File: config.mk
export PLATFORM = sky130hd
export DESIGN_NAME = serial_adder_seq
export DESIGN_NICKNAME = d
export VERILOG_FILES = /design/src/rtl/serial_add_pkg.sv /design/src/rtl/serial_adder_seq_fa.sv /design/src/rtl/serial_adder_seq.sv
export SDC_FILE = /design/constraint.sdc
export NUM_CORES = 1
export LEC_CHECK = 0
export CAP_MARGIN = 30
export CORE_UTILIZATION = 50
export CTS_CLUSTER_SIZE = 25
export DETAILED_ROUTE_END_ITERATION = 8
export HOLD_SLACK_MARGIN = 0.1
export PLACE_DENSITY = 0.79
export SLEW_MARGIN = 20
export SYNTH_ARGS = -nofsm -noshare
export SYNTH_HDL_FRONTEND = slang
export SYNTH_SLANG_ARGS = --single-unit
File: constraint.sdc
create_clock -name clk -period 1.61 [get_ports clk]
set_input_delay 0.483 -clock clk [delete_from_list [all_inputs] [get_ports clk]]
set_output_delay 0.483 -clock clk [all_outputs]
set_load 0.02 [all_outputs]
File: src/rtl/serial_add_pkg.sv
// Shared definitions for the bit-serial adder: sequencer states and default width.
package serial_add_pkg;

    typedef enum logic [1:0] {
        IDLE = 2'b00,
        RUN  = 2'b01,
        DONE = 2'b10
    } state_t;

    localparam int DEFAULT_WIDTH = 8;

endpackage

File: src/rtl/serial_adder_seq_fa.sv
// One-bit full adder cell; the only arithmetic in the serial adder datapath.
module serial_adder_seq_fa (
    input  logic a,
    input  logic b,
    input  logic ci,
    output logic s,
    output logic co
);

    assign s  = a ^ b ^ ci;
    assign co = (a & b) | (ci & (a ^ b));

endmodule

File: src/rtl/serial_adder_seq.sv
// WIDTH-bit adder built by feeding one full adder cell one bit pair per cycle, LSB first.
// Handshake: start is sampled only in IDLE; done pulses for one cycle; busy covers RUN and DONE.
module serial_adder_seq
    import serial_add_pkg::*;
#(
    parameter int WIDTH = DEFAULT_WIDTH
) (
    input  logic             clk,
    input  logic             rst_n,
    input  logic             start,
    input  logic [WIDTH-1:0] a,
    input  logic [WIDTH-1:0] b,
    input  logic             cin,
    output logic             busy,
    output logic             done,
    output logic [WIDTH-1:0] sum,
    output logic             cout,
    output state_t           state
);

    localparam int CW = $clog2(WIDTH);
    localparam logic [CW-1:0] LAST = CW'(WIDTH - 1);

    logic [WIDTH-1:0] a_sr;
    logic [WIDTH-1:0] b_sr;
    logic [WIDTH-1:0] psum;
    logic             carry;
    logic [CW-1:0]    cnt;
    logic             cell_s;
    logic             cell_co;
    logic [WIDTH-1:0] psum_next;

    serial_adder_seq_fa u_fa (
        .a  (a_sr[0]),
        .b  (b_sr[0]),
        .ci (carry),
        .s  (cell_s),
        .co (cell_co)
    );

    // Partial sum after this edge's bit lands in the MSB; complete on the last bit.
    assign psum_next = {cell_s, psum[WIDTH-1:1]};

    always_ff @(posedge clk) begin
        if (!rst_n) begin
            state <= IDLE;
            busy  <= 1'b0;
            done  <= 1'b0;
            sum   <= '0;
            cout  <= 1'b0;
            a_sr  <= '0;
            b_sr  <= '0;
            psum  <= '0;
            carry <= 1'b0;
            cnt   <= '0;
        end else begin
            case (state)
                IDLE: begin
                    if (start) begin
                        a_sr  <= a;
                        b_sr  <= b;
                        carry <= cin;
                        cnt   <= '0;
                        busy  <= 1'b1;
                        state <= RUN;
                    end
                end
                RUN: begin
                    a_sr  <= a_sr >> 1;
                    b_sr  <= b_sr >> 1;
                    psum  <= psum_next;
                    carry <= cell_co;
                    if (cnt == LAST) begin
                        // Counter parks at zero instead of overflowing its width.
                        cnt   <= '0;
                        sum   <= psum_next;
                        cout  <= cell_co;
                        done  <= 1'b1;
                        state <= DONE;
                    end else begin
                        cnt <= cnt + 1'b1;
                    end
                end
                DONE: begin
                    done  <= 1'b0;
                    busy  <= 1'b0;
                    state <= IDLE;
                end
                default: begin
                    done  <= 1'b0;
                    busy  <= 1'b0;
                    state <= IDLE;
                end
            endcase
        end
    end

endmodule

==> impl_results.md <==
- Worst Path Max Fanout: 2
- Fin crit share: 93.64%
- ANT nets after route: 0
- Clk sinks: 40
- Via density: 5.232
- Die Height: 60.04 um
- Worst r2r path cells: 4
- Worst hold path type: reg2reg
- VDD IR-drop max: 0.4360 mV
- Initial antenna violation count: 0
- Fin nets: 246
- Top delay family on crit path: flip-flops
- CTS Root Cell: clkbuf_4
- Vias in the first global route: 1,346
- Critical path class: reg2out
- Mapped Avg Cell Area: 9.203 um2
- DRT Wirelength: 3368 um
- Crit path depth: 1
- Via count: 1,397
- Layout area overhead: 28.08%
- Seq. cell area: 800.8 um2
- I/O pin cnt: 33
- Final Skew: 0.007259 ns
- Router iterations before antenna repair: 4
- Resize count post-CTS: 13
- Crit path launch: cout
- Placed insts: 260
- Pwr Total: 0.001861 W
- Synth cell types: 26
- Post-Syn Area: 0.001684 mm2
- First-pass GRT wire length: 5713 um
- Critical path cell sequence: dlygate4sd2_1
- Design area: 0.002157 mm2
- Die Wd: 60.04 um
- Worst-Margin Slew: 0.3357 ns
- Fin Setup TNS: 0 ns
- Most frequent cells in the layout: 40 x dfxtp_1, 30 x nand2_1, 21 x nand3_1
- Post-Layout Cell Count: 267
- Layout cells sized above 1: 11.66%
- Slew HR: 77.62%
- Flop2flop setup slack: 0.21 ns
- Hold Buf Count CTS: 0
- FF+latch count, synth: 40
- RR Endpoint: b_sr[4]
- Row Count: 20
- Hold path cells: 2
- Clock latency on the worst-skew pair: 0.34 ns
- Lkg Pwr: 0.9011 nW
- CP startpoint kind: flip-flop
- Peak Freq: 663.3 MHz
- CP arrival: 1.02 ns
- Crit path largest cell delay: 0.35 ns
- Critical Path RT: 1.13 ns
- CTS tree: yes
- Max Slew Vio Count: 0
- Setup bufs post-CTS: 0
- # setup viols final: 0
- Max Cap Viol: 0
- DIE AREA: 0.003604 mm2
- N_diodes: 0
- Largest net degree at the start of global routing: 24
- Post-Syn Nets: 206
- Total Routing Usage GR: 21.66%
- DRC: 0
- Final hold violations: 0
- Area of the core: 0.003128 mm2
- Worst r2r src: state[0]
- Initial drt markers: 69
- Sequential area share after synthesis: 47.55%
- Reg clk slew, reported paths: 0.11 ns
- Multi-input gate area: 790.8 um2
- Htree depth: 2
- WHS: 0.4519 ns
- Post-place instance area: 0.002108 mm2
- I/O Buffers: 32
- Fill cells: 266
- Initial Utilization: 53.84%
- Grt ovf: 0
- PwrDens: 862.9 mW/mm2
- Most common cell after layout, fill and taps aside: dfxtp_1
- CP max-delay cell: dfxtp_1
- CP Capture Type: output port
- Final Critical Period: 1.508 ns
- Mapped Cells: 183
- Synth warn: 0
- Critical path destination: cout
- TritonCTS Buffers: 5
- Routability cong.: 0.7022
- Wire per inst: 12.61 um
- Max Root-Sink Buffers: 2
- Unrepaired setup endpoints after global routing: false
- Buf+Inv Stages, Crit Path: 1
- HPWL after DPL: 2474 um
- Outcome: finished, final reports clean
[sequential cells by signal (all words and copies together), names as in the netlist]
register,flops
carry,1
busy,1
state,2
a_sr,8
cout,1
done,1
psum,7
cnt,3
sum,8
b_sr,8
[worst register-to-register path, stage by stage (launching register included)]
cell and delay [ns]:
dfxtp_1 0.34, buf_4 0.32, nor2_2 0.12, or2_4 0.34, o21ai_0 0.21
[Yosys cell counts, drive strengths merged]
library cell	n	area share, %
dfxtp	40	48
ha	2	1.5
and3b	1	0.52
nor2	3	0.82
nand3b	1	0.67
a21oi	2	0.59
a21boi	8	3.6
fa	1	1.2
nor2b	1	0.37
nand3	21	6.2
inv	1	0.22
clkbuf	6	1.3
o22ai	2	0.74
or2	2	0.89
o211ai	15	6.7
buf	8	3.9
and2	1	0.37
nand2b	5	1.9
mux2i	15	8.9
o21ai	18	5.3
nand2	30	6.7
[kinds of logic after synthesis]
kind of cell | count (synthesis) | synth area share, %
DFF | 40 | 47.55
buffers and inverters | 15 | 5.497
muxes | 15 | 8.915
and+or+nand+nor | 65 | 18.43
AOI/OAI and AO/OA | 45 | 16.94
adders and majority gates | 3 | 2.674
[routing by layer]
layer	wire length, um	global-route usage (%)	vias to the layer above
li1	-	-	718
met1	1525	25.07	634
met2	1673	37.94	40
met3	126	6.061	5
met4	42	7.641	0
met5	0	0	-
[worst min path at each step]
stage	start	endpoint	slack (ns)
5_1_grt	sum[3]	sum[3]	0.47
3_3_place_gp	busy	busy	0.43
4_1_cts	sum[3]	sum[3]	0.46
3_5_place_dp	sum[3]	sum[3]	0.44
6_report	sum[3]	sum[3]	0.45
2_1_floorplan	psum[1]	sum[0]	0.43
[through the flow]
stage               utilization, %  worst slack [ns]
finish                       68.96            0.1023
global route                 68.96           0.03966
CTS                          68.96           0.08060
detailed placement           67.40          -0.07046
global placement             67.40         -0.004903
floorplan                        -            0.3289
[report_power, final]
part	switching [W]	internal (W)	total (W)
clock	0.000302	0.000248	0.000550
sequential	0.0000253	0.00103	0.00106
combinational	0.000120	0.000135	0.000254
total	0.000447	0.00141	0.00186
[layout make-up]
cell class / instances / share of cell area (%)
clock buffer: 7 / 3.016
sequential: 40 / 37.12
tap: 44 / 2.552
inverter: 1 / 0.1740
timing repair buffer: 47 / 20.48
multi-input combinational: 128 / 36.66
(Power assumes the default switching activity.)
